==> config.mk <==
export PLATFORM = sky130hd
export DESIGN_NAME = fetch_mem_ctrl_flat
export DESIGN_NICKNAME = d
export VERILOG_FILES = /design/src/rtl/fetch_mem_ctrl_if.sv /design/src/rtl/fetch_mem_ctrl.sv /design/src/flat_wrapper.sv
export SDC_FILE = /design/constraint.sdc
export NUM_CORES = 1
export LEC_CHECK = 0
export ABC_AREA = 1
export BUFFER_PORTS_ARGS = -buffer_cell sky130_fd_sc_hd__clkbuf_2
export CORE_UTILIZATION = 30
export CTS_CLUSTER_SIZE = 10
export DETAILED_ROUTE_END_ITERATION = 7
export GPL_TIMING_DRIVEN = 0
export PLACE_DENSITY = 0.56
export SLEW_MARGIN = 15
export SYNTH_ARGS = -nofsm -noshare
export SYNTH_HDL_FRONTEND = slang
export SYNTH_SLANG_ARGS = --single-unit
==> constraint.sdc <==
create_clock -name clk -period 1.15 [get_ports clk]
set_input_delay 0.0575 -clock clk [delete_from_list [all_inputs] [get_ports clk]]
set_output_delay 0.0575 -clock clk [all_outputs]
set_load 0.005 [all_outputs]
==> src/rtl/fetch_mem_ctrl_if.sv <==
// Bus between the fetch/memory controller, the synchronous RAM and the
// execution core. master = controller side, slave = RAM + core side.
interface fetch_mem_ctrl_if #(
   parameter int DATA_W = 16,
   parameter int ADDR_W = 9
);
   // RAM side
   logic [ADDR_W-1:0] mem_addr;
   logic              mem_write;
   logic [DATA_W-1:0] mem_din;
   logic [DATA_W-1:0] mem_dout;
   // instruction dispatch
   logic [DATA_W-1:0] ir;
   logic              ir_valid;
   logic              ir_ready;
   logic              exec_done;
   logic              halt;
   // core data access
   logic              dreq;
   logic              dwe;
   logic [ADDR_W-1:0] daddr;
   logic [DATA_W-1:0] dwdata;
   logic              dack;
   logic [DATA_W-1:0] drdata;
   // status
   logic [ADDR_W-1:0] pc;
   logic              halted;

   modport master (
      output mem_addr, mem_write, mem_din, ir, ir_valid, dack, drdata, pc, halted,
      input  mem_dout, ir_ready, exec_done, halt, dreq, dwe, daddr, dwdata
   );

   modport slave (
      input  mem_addr, mem_write, mem_din, ir, ir_valid, dack, drdata, pc, halted,
      output mem_dout, ir_ready, exec_done, halt, dreq, dwe, daddr, dwdata
   );
endinterface

==> src/rtl/fetch_mem_ctrl.sv <==
// CPU-side RAM initiator: owns pc/ir, fetches and dispatches instructions,
// and serves the core's load/store requests over a one-cycle-latency RAM.
module fetch_mem_ctrl #(
   parameter int DATA_W = 16,
   parameter int ADDR_W = 9
) (
   input logic              clk,
   input logic              reset,
   fetch_mem_ctrl_if.master bus
);

   typedef enum logic [3:0] {
      IF1, IF2, DISPATCH, EXEC, DWR, DRD1, DRD2, DACK, HALT
   } state_t;

   // data request captured in EXEC so the core may change its drives later
   typedef struct packed {
      logic [ADDR_W-1:0] addr;
      logic [DATA_W-1:0] wdata;
   } dreq_t;

   state_t            state, state_nxt;
   logic [ADDR_W-1:0] pc_q;
   logic [DATA_W-1:0] ir_q;
   logic [DATA_W-1:0] drdata_q;
   dreq_t             req_l;

   // state register
   always_ff @(posedge clk) begin
      if (reset) state <= IF1;
      else       state <= state_nxt;
   end

   // next-state: halt outranks a data request, which outranks exec_done
   always_comb begin
      state_nxt = state;
      case (state)
         IF1:      state_nxt = IF2;
         IF2:      state_nxt = DISPATCH;
         DISPATCH: if (bus.ir_ready) state_nxt = EXEC;
         EXEC: begin
            if (bus.halt)           state_nxt = HALT;
            else if (bus.dreq)      state_nxt = bus.dwe ? DWR : DRD1;
            else if (bus.exec_done) state_nxt = IF1;
         end
         DWR:      state_nxt = EXEC;
         DRD1:     state_nxt = DRD2;
         DRD2:     state_nxt = DACK;
         DACK:     state_nxt = EXEC;
         HALT:     state_nxt = HALT;
         default:  state_nxt = IF1;
      endcase
   end

   // Moore outputs decoded from state
   always_comb begin
      bus.mem_addr  = pc_q;
      bus.mem_write = 1'b0;
      bus.mem_din   = req_l.wdata;
      bus.ir_valid  = 1'b0;
      bus.dack      = 1'b0;
      bus.halted    = 1'b0;
      case (state)
         DISPATCH: bus.ir_valid = 1'b1;
         DWR: begin
            bus.mem_addr  = req_l.addr;
            bus.mem_write = 1'b1;
            bus.dack      = 1'b1;
         end
         DRD1, DRD2: bus.mem_addr = req_l.addr;
         DACK: begin
            bus.mem_addr = req_l.addr;
            bus.dack     = 1'b1;
         end
         HALT:    bus.halted = 1'b1;
         default: ;
      endcase
   end

   // pc/ir/drdata/request latches; RAM data is consumed one cycle after its address
   always_ff @(posedge clk) begin
      if (reset) begin
         pc_q     <= '0;
         ir_q     <= '0;
         drdata_q <= '0;
         req_l    <= '0;
      end else begin
         if (state == IF2) begin
            ir_q <= bus.mem_dout;
            pc_q <= pc_q + 1'b1;
         end
         if (state == EXEC && !bus.halt && bus.dreq) begin
            req_l.addr  <= bus.daddr;
            req_l.wdata <= bus.dwdata;
         end
         if (state == DRD2) drdata_q <= bus.mem_dout;
      end
   end

   assign bus.pc     = pc_q;
   assign bus.ir     = ir_q;
   assign bus.drdata = drdata_q;

endmodule

==> src/flat_wrapper.sv <==
// flat-port wrapper written by rule: the top's interface ports become plain ports
module fetch_mem_ctrl_flat 
#(
   parameter int DATA_W = 16,
   parameter int ADDR_W = 9
)
  (clk, reset, bus_mem_addr, bus_mem_write, bus_mem_din, bus_ir, bus_ir_valid, bus_dack, bus_drdata, bus_pc, bus_halted, bus_mem_dout, bus_ir_ready, bus_exec_done, bus_halt, bus_dreq, bus_dwe, bus_daddr, bus_dwdata);
  fetch_mem_ctrl_if #(.DATA_W(DATA_W), .ADDR_W(ADDR_W)) bus_i ();
  input logic clk;
  input logic reset;
  output wire logic [$bits(bus_i.mem_addr)-1:0] bus_mem_addr;
  output wire logic [$bits(bus_i.mem_write)-1:0] bus_mem_write;
  output wire logic [$bits(bus_i.mem_din)-1:0] bus_mem_din;
  output wire logic [$bits(bus_i.ir)-1:0] bus_ir;
  output wire logic [$bits(bus_i.ir_valid)-1:0] bus_ir_valid;
  output wire logic [$bits(bus_i.dack)-1:0] bus_dack;
  output wire logic [$bits(bus_i.drdata)-1:0] bus_drdata;
  output wire logic [$bits(bus_i.pc)-1:0] bus_pc;
  output wire logic [$bits(bus_i.halted)-1:0] bus_halted;
  input wire logic [$bits(bus_i.mem_dout)-1:0] bus_mem_dout;
  input wire logic [$bits(bus_i.ir_ready)-1:0] bus_ir_ready;
  input wire logic [$bits(bus_i.exec_done)-1:0] bus_exec_done;
  input wire logic [$bits(bus_i.halt)-1:0] bus_halt;
  input wire logic [$bits(bus_i.dreq)-1:0] bus_dreq;
  input wire logic [$bits(bus_i.dwe)-1:0] bus_dwe;
  input wire logic [$bits(bus_i.daddr)-1:0] bus_daddr;
  input wire logic [$bits(bus_i.dwdata)-1:0] bus_dwdata;
  assign bus_mem_addr = bus_i.mem_addr;
  assign bus_mem_write = bus_i.mem_write;
  assign bus_mem_din = bus_i.mem_din;
  assign bus_ir = bus_i.ir;
  assign bus_ir_valid = bus_i.ir_valid;
  assign bus_dack = bus_i.dack;
  assign bus_drdata = bus_i.drdata;
  assign bus_pc = bus_i.pc;
  assign bus_halted = bus_i.halted;
  assign bus_i.mem_dout = bus_mem_dout;
  assign bus_i.ir_ready = bus_ir_ready;
  assign bus_i.exec_done = bus_exec_done;
  assign bus_i.halt = bus_halt;
  assign bus_i.dreq = bus_dreq;
  assign bus_i.dwe = bus_dwe;
  assign bus_i.daddr = bus_daddr;
  assign bus_i.dwdata = bus_dwdata;
  fetch_mem_ctrl #(.DATA_W(DATA_W), .ADDR_W(ADDR_W)) u_core (.clk(clk), .reset(reset), .bus(bus_i));
endmodule
Yosys cells after proc, flatten, opt, wreduce, memory -nomap -nowiden. Cells that the tools add are included.

Output and inout port bits: 70. Bits in registers: 70. Input bits: 48. Word-level logic and storage cells: 35.

Muxes and demuxes: 11. Reductions and logical operators: 7. Add/subtract/negate cells: 1. Equal/unequal tests: 10.

Operators by type and width (number): 4-bit one-hot mux with 8 select lines (1); 4-bit by 3-bit equality test with 1-bit output, second input constant (4); 4-bit 2-to-1 mux (4); 9-bit by 1-bit adder with 9-bit output, second input constant (1); 9-bit 2-to-1 mux (1); 4-bit by 2-bit equality test with 1-bit output, second input constant (2); 1-bit 2-to-1 mux (5); 4-bit by 1-bit equality test with 1-bit output, second input constant (1); 4-bit equality test, second input constant (1); 4-bit logical NOT (1); 4-bit != test, second input constant (1); 4-bit OR reduction (1); 1-bit logical AND (2); 2-bit != test, second input constant (1); 2-bit AND reduction (1); 2-bit OR reduction (1); 1-bit logical NOT (1).

Longest topological paths before layout. Gate-level depths: netlist of run 1.

Word-level depth: 4. Depth in mapped cells: 9. Mapped depth without buffers: 8.

Worst setup path after synthesis of run 1. No wires, ideal clock.

Path type: register to register. Start point: register u_core.pc_q[1], in the netlist u_core.bus.pc[1]. End point: register u_core.pc_q[8], in the netlist u_core.bus.pc[8]. Arrival time: 1089 ps. Stages on the path, launching flop included: 9. Setup slack: -72 ps. Setup time: 132 ps. Period minus slack after synthesis: 1222 ps. Data required time: 1018 ps. Buffers on the path: 0. Cell sequence: dfxtp_1 > ha_1 > inv_1 > nor2_1 > nand2_1 > nand2_1 > nand2_1 > nand2_1 > a21oi_1.

Longest elaborated chain between the ends: 1.

Ends and longest elaborated chain: start, declared (RTL line fetch_mem_ctrl.sv:23) `logic [ADDR_W-1:0] pc_q;`; start signal, assigned (RTL line fetch_mem_ctrl.sv:90) `pc_q <= pc_q + 1'b1;`; 9-bit by 1-bit adder with 9-bit output (RTL line fetch_mem_ctrl.sv:90).

Every way passes these cells. A chain may end at the register's enable or synchronous reset.

Final worst setup path of run 1.
Start point: register u_core.state[2]. End point: output bus_mem_addr[1].

Longest elaborated chain between the ends: 3. Elaborated cells on any way between the ends: 6. Classes of those cells: eq/ne (4); mux (1); reduce/logical (1).

Ends and longest elaborated chain: start, declared (RTL line fetch_mem_ctrl.sv:22) `state_t state, state_nxt;`; start signal, assigned (RTL line fetch_mem_ctrl.sv:31) `else state <= state_nxt;`; 4-bit by 3-bit equality test with 1-bit output (RTL line fetch_mem_ctrl.sv:63) `case (state)`; 4-bit OR reduction (no line) (*); 9-bit 2-to-1 mux (*) (RTL line fetch_mem_ctrl.sv:63); end, declared (RTL line flat_wrapper.sv:11) `output wire logic [$bits(bus_i.mem_addr)-1:0] bus_mem_addr;`.

Every way passes the cells marked *; elsewhere a longest branch is shown, timed or not.

==> results of run 1 <==
[worst max-delay path by stage]
stage	depth (start not counted)	to
2_1_floorplan	8	u_core.bus.pc[8]
3_3_place_gp	5	u_core.bus.ir[2]
3_5_place_dp	7	u_core.bus.ir[2]
4_1_cts	6	bus_mem_addr[6]
5_1_grt	5	bus_mem_addr[2]
6_report	5	bus_mem_addr[1]
[cells by family after synthesis]
logic type,count (synthesis),share of synthesized area (%)
AOI/OAI and AO/OA,82,13.85
DFF,70,47.00
and+or+nand+nor,192,27.40
adders and majority gates,1,0.4196
xor gates and xnor gates,1,0.2938
buffers and inverters,62,11.04
[final cells by class]
class	instances	area (um2)	share of cell area, %
multi-input combinational	278	1713	32.35
sequential	70	1419	26.80
timing repair buffer	185	1326	25.05
buffer	37	315.3	5.955
tap	133	166.4	3.143
clock buffer	10	137.6	2.599
clock inverter	6	108.9	2.056
inverter	25	108.9	2.056
[synth_stat cells, types with 7 or more instances]
library cell	n
nor2_1	81
dfxtp_1	70
nand2_1	66
a21oi_1	32
o21ai_0	31
nand3_1	30
inv_1	22
buf_4	19
o21ai_1	18
buf_2	8
clkbuf_1	7
[metal layers]
| metal | share of wire, % | wire [um] |
|---|---|---|
| met5 | 0 | 0 |
| met3 | 6.0 | 608 |
| met4 | 1.7 | 170 |
| met1 | 42 | 4260 |
| met2 | 50 | 5105 |
[report_power, final]
group          switching, mW  total [mW]  internal (mW)
clock                  0.955        2.45           1.50
sequential             0.119        2.67           2.55
combinational          0.695        1.39          0.695
[stage by stage]
| step | utilization, % | hold slack, ps | setup TNS [ps] | worst slack (ps) |
|---|---|---|---|---|
| floorplan | - | 126.6 | 0 | 15.70 |
| global placement | 38.73 | 295.0 | -8963 | -221.8 |
| detailed placement | 38.73 | 309.4 | -10210 | -253.2 |
| CTS | 51.37 | 91.54 | -16330 | -305.1 |
| global route | 54.68 | 124.7 | -19010 | -325.7 |
| finish | 54.68 | 95.85 | -13370 | -265.1 |
[timing repair]
| item | 4_1_cts | 5_1_grt |
|---|---|---|
| pin swaps | 23 | 24 |
| endpoints found under the setup margin | 80 | 83 |
| hold buffers | 43 | 0 |
| gates resized for setup | 114 | 105 |
| endpoints found under the hold margin | 49 | 0 |
| cloned | 10 | 1 |
| buffers inserted | 13 | 5 |
[state kept, by name, indices dropped and copies added, names as in the netlist]
signal,count
u_core.bus.drdata,16
u_core.bus.ir,16
u_core.bus.mem_din,16
u_core.bus.pc,9
u_core.req_l,9
u_core.state,4
[worst min-delay path, stage by stage]
cell and delay, ps:
clkbuf_2 80, inv_1 50, nand3_4 80, nand3_2 60
nand2_1 50, inv_1 30
==> impl_metrics.py, run 1 <==
metrics = {
    "global_route": {
        "grtUsageTotal_pct": 19.35,
        "grt_max_degree": 13,
        "antenna_found_initial": 0,
        "use_met2_pct": 33.42,
        "overflow": 0,
        "met3_usage_pct": 4.348,
        "grt_pass1_wl_um": 15440,
        "met1_usage_pct": 23.22,
        "grt_pass1_vias": 3293,
        "grt.busiest_layer": "met2",
    },
    "timing": {
        "max_slew_margin_pct": 50.90,
        "fin_crit_ps": 1415,
        "period_share_pct": 123.1,
        "finalMaxSlewViolations": 0,
        "fin_ws_ps": -265.1,
        "rsz0062_at_grt": "yes",
        "max_freq_ghz": 0.7066,
        "finClkSkew_ps": 6.576,
        "hold_viol": 0,
        "finalSetupViolCount": 82,
        "tightest_slew_ps": 736.6,
    },
    "drt": {
        "drcViolationCount": 0,
        "ant_nets": 0,
        "drt-total-wl_um": 10140,
        "firstDrtPassIters": 4,
        "vias": 3403,
        "routed_via_density": 4.574,
        "wl_per_cell_um": 13.63,
        "drtIter0Drc": 79,
    },
    "synth": {
        "syn_area_um2": 2982,
        "netlist_instances": 408,
        "synth_top_flop_cell": "dfxtp_1",
        "synth_cell_type_count": 25,
        "syn_avg_cell_area_um2": 7.308,
        "synth_top_area_share_pct": 47.00,
        "ys_ff_latch": 70,
        "syn-num-nets": 457,
        "synth_top_area_cell": "dfxtp_1",
        "synthTopCellsByArea": "dfxtp_1, nor2_1, nand2_1",
        "synthArstFlopShare_pct": 0,
        "synth_warnings": 0,
        "synth_edf_count": 0,
        "synth-seq-area-share_pct": 47.00,
    },
    "critical_path": {
        "r2r-end": "u_core.bus.mem_din[3]",
        "critPathLaunch": "u_core.state[2]",
        "worstRegToRegCells": 8,
        "startpoint_type": "flop",
        "crit_slowest_cell": "dfxtp_4",
        "worst-endpoint-required_ps": 1090,
        "path_delay_family": "flip-flops",
        "cp.buffers_inverters": 3,
        "cpPeakStageDelay_ps": 370,
        "cp.arrival_ps": 1360,
        "crit_chain": "inv_4, nor2_4, inv_2, o21ai_2, clkbuf_2",
        "worst_setup_path_end_kind": "output port",
        "worst-path-max-fanout": 6,
        "r2r-start": "u_core.state[2]",
        "regToRegSetupSlack_ps": -250,
        "criticalPathCategory": "flop to output port",
    },
    "clock_network": {
        "clock_path_buffers": 2,
        "cts_buffers": 9,
        "h-tree-depth": 3,
        "cts.sinks": 70,
        "cts_tree": "done",
        "cts-root-buf": "clkbuf_8",
        "cts.clk_slew.worst_paths_ps": 80,
        "clk-insertion-delay-late_ps": 340,
    },
    "floorplan": {
        "start_util_pct": 30.79,
        "die_h_um": 101.7,
        "core_area_um2": 9684,
        "die-area_um2": 10340,
        "ioPinCount": 118,
        "placementRows": 36,
        "fp.dieW_um": 101.7,
    },
    "min_path": {
        "hold_depth": 6,
        "min_path_type": "primary input to flop",
        "holdPathEnd": "u_core.state[1]",
        "min_from": "bus_exec_done",
    },
    "layout": {
        "final_common_cell": "clkbuf_2",
        "fillers": 900,
        "layout_common_cells": "clkbuf_2, nor2_1, dfxtp_1",
        "num_antenna_cells": 0,
        "drive_above_1_share_pct": 50.90,
        "final_cells": 744,
        "nNetsFinal": 655,
        "areaGrowthSynthToFinish_pct": 77.59,
        "final_area_um2": 5295,
    },
    "outcome": {
        "violations": "negative setup slack",
        "status": "finished with violations",
    },
    "job": {
        "drv_cap": 0,
    },
    "place": {
        "portBuffers": 117,
        "gp_congestion": 0.8044,
        "placed_area_um2": 3751,
        "dp_cells": 658,
        "place.detailed.hpwl_um": 6262,
    },
    "power_and_ir_drop": {
        "leakage_nw": 2.341,
        "powerDensity_nw_per_um2": 1230,
        "total_power_mw": 6.515,
        "ir_drop_v": 0.0006546,
    },
}
Note: power is estimated with default switching activity, not from simulation.
==> run 2: changes to the inputs <==
--- a/config.mk
+++ b/config.mk
@@ -7,11 +7,12 @@
 export LEC_CHECK = 0
 export ABC_AREA = 1
 export BUFFER_PORTS_ARGS = -buffer_cell sky130_fd_sc_hd__clkbuf_2
+export CORE_ASPECT_RATIO = 0.8
 export CORE_UTILIZATION = 30
 export CTS_CLUSTER_SIZE = 10
 export DETAILED_ROUTE_END_ITERATION = 7
 export GPL_TIMING_DRIVEN = 0
-export PLACE_DENSITY = 0.56
+export PLACE_DENSITY = 0.54
 export SLEW_MARGIN = 15
 export SYNTH_ARGS = -nofsm -noshare
 export SYNTH_HDL_FRONTEND = slang
==> constraint.sdc (replaced) <==
create_clock -name clk -period 1.35 [get_ports clk]
set_input_delay 0.0675 -clock clk [delete_from_list [all_inputs] [get_ports clk]]
set_output_delay 0.0675 -clock clk [all_outputs]
set_load 0.005 [all_outputs]
==> impl_metrics.py, run 2 (synthesis gave the netlist of run 1 again) <==
metrics = {
    "layout": {
        "layout_common_cells": "clkbuf_2, nor2_1, dfxtp_1",
        "num_antenna_cells": 0,
        "fillers": 967,
        "final_area_um2": 4624,
        "drive_above_1_share_pct": 37.02,
        "final_common_cell": "clkbuf_2",
        "nNetsFinal": 622,
        "fin_util_pct": 47.93,
        "areaGrowthSynthToFinish_pct": 55.10,
    },
    "floorplan": {
        "core_area_um2": 9649,
        "die-area_um2": 10340,
        "fp.dieW_um": 113.5,
        "die_h_um": 91.17,
        "start_util_pct": 30.90,
        "ioPinCount": 118,
        "placementRows": 32,
    },
    "timing": {
        "finalSetupViolCount": 11,
        "fin_ws_ps": -60.52,
        "finClkSkew_ps": 5.670,
        "max_freq_ghz": 0.7090,
        "fin_crit_ps": 1411,
        "fin_setup_tns_ps": -421.6,
        "period_share_pct": 104.5,
        "tightest_slew_ps": 590.9,
        "hold_viol": 1,
        "whs_ps": -1.606,
        "rsz0062_at_grt": "yes",
        "finalMaxSlewViolations": 0,
        "max_slew_margin_pct": 60.61,
    },
    "global_route": {
        "grt_max_degree": 13,
        "grt_pass1_vias": 2988,
        "grtUsageTotal_pct": 17.50,
        "grt_pass1_wl_um": 14350,
        "antenna_found_initial": 0,
        "overflow": 0,
    },
    "clock_network": {
        "clock_path_buffers": 2,
        "cts_buffers": 9,
        "cts.clk_slew.worst_paths_ps": 60,
        "cts-root-buf": "clkbuf_16",
        "clk-insertion-delay-late_ps": 330,
        "cts_tree": "done",
        "h-tree-depth": 3,
        "cts.sinks": 70,
    },
    "place": {
        "placed_area_um2": 3737,
        "portBuffers": 117,
        "place.detailed.hpwl_um": 6470,
        "gp_congestion": 0.7974,
        "preCtsSetupSlack_ps": -64.69,
    },
    "critical_path": {
        "criticalPathCategory": "flop to output port",
        "worst-endpoint-required_ps": 1280,
        "startpoint_type": "flop",
        "worst_setup_path_end_kind": "output port",
        "cp.arrival_ps": 1340,
        "worst-path-max-fanout": 6,
    },
    "power_and_ir_drop": {
        "ir_drop_v": 0.0006619,
        "powerDensity_nw_per_um2": 1238,
        "leakage_nw": 2.077,
        "total_power_mw": 5.725,
    },
    "drt": {
        "wl_per_cell_um": 12.61,
        "drtIter0Drc": 129,
        "vias": 3143,
        "drcViolationCount": 0,
        "firstDrtPassIters": 4,
        "ant_nets": 0,
        "routed_via_density": 4.402,
        "drt-total-wl_um": 9005,
    },
    "min_path": {
        "min_path_type": "primary input to flop",
    },
    "outcome": {
        "status": "finished with violations",
        "violations": "negative hold slack, negative setup slack",
    },
    "job": {
        "drv_cap": 0,
    },
}
==> run 2: worst paths after layout <==
path	start	to	slack, ps	cells after the start
worst max-delay path	u_core.state[2]	bus_dack	-60	5
worst min-delay path	bus_mem_dout[13]	u_core.bus.ir[13]	-2	3
worst max register to register	u_core.state[2]	u_core.bus.pc[1]	40	7
worst min register to register	u_core.bus.mem_din[3]	u_core.bus.mem_din[3]	460	2
==> run 2: area by class of cell <==
class | count | area (um2) | share of cell area (%)
Sequential cell | 70 | 1409 | 30.47
Multi-Input combinational cell | 276 | 1370 | 29.63
Timing Repair Buffer | 154 | 943.4 | 20.40
Buffer | 37 | 296.5 | 6.412
Clock buffer | 11 | 252.7 | 5.465
Tap cell | 136 | 170.2 | 3.680
Inverter | 25 | 101.3 | 2.192
Clock inverter | 5 | 81.33 | 1.759
==> run 2: routing by layer <==
metal  track usage [%]  part of all wire, %
met3             3.204                  3.2
met2             29.17                   49
met1             22.97                   47
met4             4.934                 0.77
met5                 0                    0
==> run 2: per-stage QoR <==
stage | hold WS [ps] | std cells
6_report | -1.606 | 714
5_1_grt | 10.36 | 714
4_1_cts | 1.480 | 707
3_5_place_dp | 295.6 | 661
3_3_place_gp | 298.8 | 661
2_1_floorplan | 136.6 | 408
==> run 2: power by group <==
group / switching (mW) / internal, mW / total (mW)
combinational: 0.468 / 0.396 / 0.864
clock: 0.891 / 1.72 / 2.61
sequential: 0.0738 / 2.18 / 2.25
==> run 2: critical path, cell delays in order (launching register included) <==
cell and delay, ps:
dfxtp_2 350, inv_4 50, nor2_4 200, inv_2 120, nor2_1 160, clkbuf_2 130
==> run 2: repair_timing <==
action,in CTS,in global routing
setup buffers,4,6
hold endpoints to repair,25,0
hold buffers,25,0
pin swaps,2,4
resized for setup,22,70
gates cloned,1,1
endpoints found under the setup margin,53,62
==> run 3: changes to the inputs <==
--- a/config.mk
+++ b/config.mk
@@ -5,7 +5,6 @@
 export SDC_FILE = /design/constraint.sdc
 export NUM_CORES = 1
 export LEC_CHECK = 0
-export ABC_AREA = 1
 export BUFFER_PORTS_ARGS = -buffer_cell sky130_fd_sc_hd__clkbuf_2
 export CORE_ASPECT_RATIO = 0.8
 export CORE_UTILIZATION = 30
==> impl_metrics.py, run 3 <==
metrics = {
    "outcome": {
        "status": "finished with violations",
        "violations": "design-rule violations, negative setup slack",
    },
    "place": {
        "place.detailed.hpwl_um": 5569,
        "placed_area_um2": 3620,
        "preCtsSetupSlack_ps": -550.6,
        "portBuffers": 116,
        "gp_congestion": 0.7551,
    },
    "global_route": {
        "grt_pass1_vias": 2933,
        "antenna_found_initial": 0,
        "grtUsageTotal_pct": 18.73,
        "grt_pass1_wl_um": 14260,
        "grt_max_degree": 12,
        "overflow": 0,
    },
    "floorplan": {
        "start_util_pct": 31.26,
        "fp.dieW_um": 111.2,
        "placementRows": 31,
        "core_area_um2": 9154,
        "ioPinCount": 118,
        "die-area_um2": 9935,
        "die_h_um": 89.36,
    },
    "layout": {
        "num_antenna_cells": 0,
        "areaGrowthSynthToFinish_pct": 76.78,
        "final_area_um2": 5059,
        "multi_input_area_um2": 1568,
        "seqCellArea_um2": 1405,
        "final_common_cell": "clkbuf_2",
        "layout_common_cells": "clkbuf_2, nand2_1, dfxtp_1",
        "nNetsFinal": 599,
        "drive_above_1_share_pct": 49.19,
        "fillers": 871,
    },
    "power_and_ir_drop": {
        "leakage_nw": 2.208,
        "powerDensity_nw_per_um2": 1132,
        "ir_drop_v": 0.0007421,
    },
    "drt": {
        "wl_per_cell_um": 13.26,
        "drtIter0Drc": 136,
        "firstDrtPassIters": 6,
        "ant_nets": 0,
        "vias": 3050,
        "drt-total-wl_um": 8887,
        "routed_via_density": 4.552,
        "drcViolationCount": 16,
    },
    "timing": {
        "max_slew_margin_pct": 50.93,
        "finalMaxSlewViolations": 0,
        "tightest_slew_ps": 736.0,
        "fin_crit_ps": 1610,
        "rsz0062_at_grt": "yes",
        "max_freq_ghz": 0.6213,
        "finalSetupViolCount": 79,
        "fin_ws_ps": -259.5,
        "finClkSkew_ps": 3.256,
        "hold_viol": 0,
        "period_share_pct": 119.2,
    },
    "critical_path": {
        "worst-endpoint-required_ps": 1560,
        "worst-path-max-fanout": 3,
        "startpoint_type": "flop",
        "criticalPathCategory": "flop to flop",
        "cpPeakStageDelay_ps": 570,
        "crit_slowest_cell": "or4b_4",
        "cp.arrival_ps": 1820,
        "crit_chain": "buf_6, or4b_4, buf_4, nor3_4, xnor2_1, nor2_1",
        "worst_setup_path_end_kind": "flop",
    },
    "clock_network": {
        "h-tree-depth": 3,
        "cts_tree": "done",
        "cts-root-buf": "clkbuf_16",
        "clk-insertion-delay-late_ps": 330,
        "cts.sinks": 70,
        "clock_path_buffers": 2,
        "cts_buffers": 9,
        "cts.clk_slew.worst_paths_ps": 60,
    },
    "synth": {
        "synthTopCellsByCount": "nand2_1, dfxtp_1, a21oi_1",
        "synth_warnings": 0,
        "synthTopCellsByArea": "dfxtp_1, nand2_1, a21oi_1",
        "yosysMostFrequentCell": "nand2_1",
        "synth_top_area_share_pct": 48.97,
        "syn_area_um2": 2861,
        "synthArstFlopShare_pct": 0,
        "synth-seq-area-share_pct": 48.97,
        "synth_top_area_cell": "dfxtp_1",
        "synth_cell_type_count": 30,
        "netlist_instances": 355,
        "ys_ff_latch": 70,
        "syn_avg_cell_area_um2": 8.061,
        "synth_edf_count": 0,
        "synth_top_flop_cell": "dfxtp_1",
        "syn-num-nets": 404,
    },
    "min_path": {
        "min_path_type": "primary input to flop",
    },
    "job": {
        "drv_cap": 0,
    },
}
[run 3: cell count changes after synthesis, sizes merged, moves of 4 or more]
cell,previous run,this run
nand3,30,2
nor3,3,8
nand2,70,119
inv,25,2
mux2,0,9
buf,30,26
o21ai,49,0
a21oi,32,60
nor2,86,12
clkbuf,7,15
xnor2,0,5
[run 3: final cells by class]
| class | instances | area share, % |
|---|---|---|
| clock inverters | 3 | 0.3463 |
| clock buffers | 13 | 5.343 |
| plain buffers | 39 | 6.975 |
| multi-input cells | 242 | 30.99 |
| well taps | 115 | 2.844 |
| flip-flops and latches | 70 | 27.78 |
| repair buffers | 186 | 25.58 |
| inverters | 2 | 0.1484 |
[run 3: critical path, delay by kind of cell, from the launching register on]
family | cells | cell delay, ps
buffers and inverters | 2 | 290
XOR/XNOR | 1 | 140
AND/OR/NAND/NOR | 3 | 740
flip-flops | 1 | 320
[run 3: what timing repair did]
item,in CTS,in global routing
endpoints found under the hold margin,58,0
buffers inserted,21,2
resized for setup,92,48
pin swaps,28,16
hold buffers,42,0
cloned,5,0
endpoints found under the setup margin,79,82
[run 3: final timing paths]
kind                                           start                   end  slack (ps)  cells past startpoint
worst min register to register  u_core.bus.drdata[9]  u_core.bus.drdata[9]         450                      2
worst min-delay path                        bus_dreq       u_core.state[1]          60                      4
worst max-delay path                 u_core.state[1]      u_core.bus.pc[8]        -260                      6
worst max register to register       u_core.state[1]      u_core.bus.pc[8]        -260                      6
[run 3: routing by layer]
| metal | vias up | wire length [um] | share of wire [%] | global-route usage [%] |
|---|---|---|---|---|
| met3 | 9 | 567 | 6.4 | 6.237 |
| met4 | 0 | 75 | 0.84 | 5.897 |
| met5 | - | 0 | 0 | 0 |
| li1 | 1542 | - | - | - |
| met1 | 1399 | 4194 | 47 | 23.54 |
| met2 | 100 | 4049 | 46 | 30.74 |
[run 3: kinds of logic after synthesis]
group / after synthesis / synth area share, %
AND/OR/NAND/NOR: 157 / 23.35
flip-flops: 70 / 48.97
AO/OA/AOI/OAI: 65 / 12.02
buffers and inverters: 43 / 8.570
multiplexers: 10 / 3.892
XOR/XNOR: 9 / 2.755
adder cells (fa/ha/maj): 1 / 0.4372
[run 3: metrics by stage]
stage	TNS, ps	std cells	utilization [%]	total power [mW]	hold slack [ps]
global route	-19380	670	55.26	6.004	75.96
floorplan	-5222	355	-	2.666	203.5
global placement	-26530	586	39.54	2.937	292.3
CTS	-13170	669	53.46	5.681	26.78
finish	-13460	670	55.26	5.725	56.84
detailed placement	-26460	586	39.54	2.946	295.8
[run 3: power by group]
group          leakage (nW)  total [mW]  internal [mW]  switching, mW
Sequential            0.568        2.25           2.16         0.0896
Clock                 0.142        2.24           1.39          0.857
Combinational          1.50        1.23          0.676          0.553
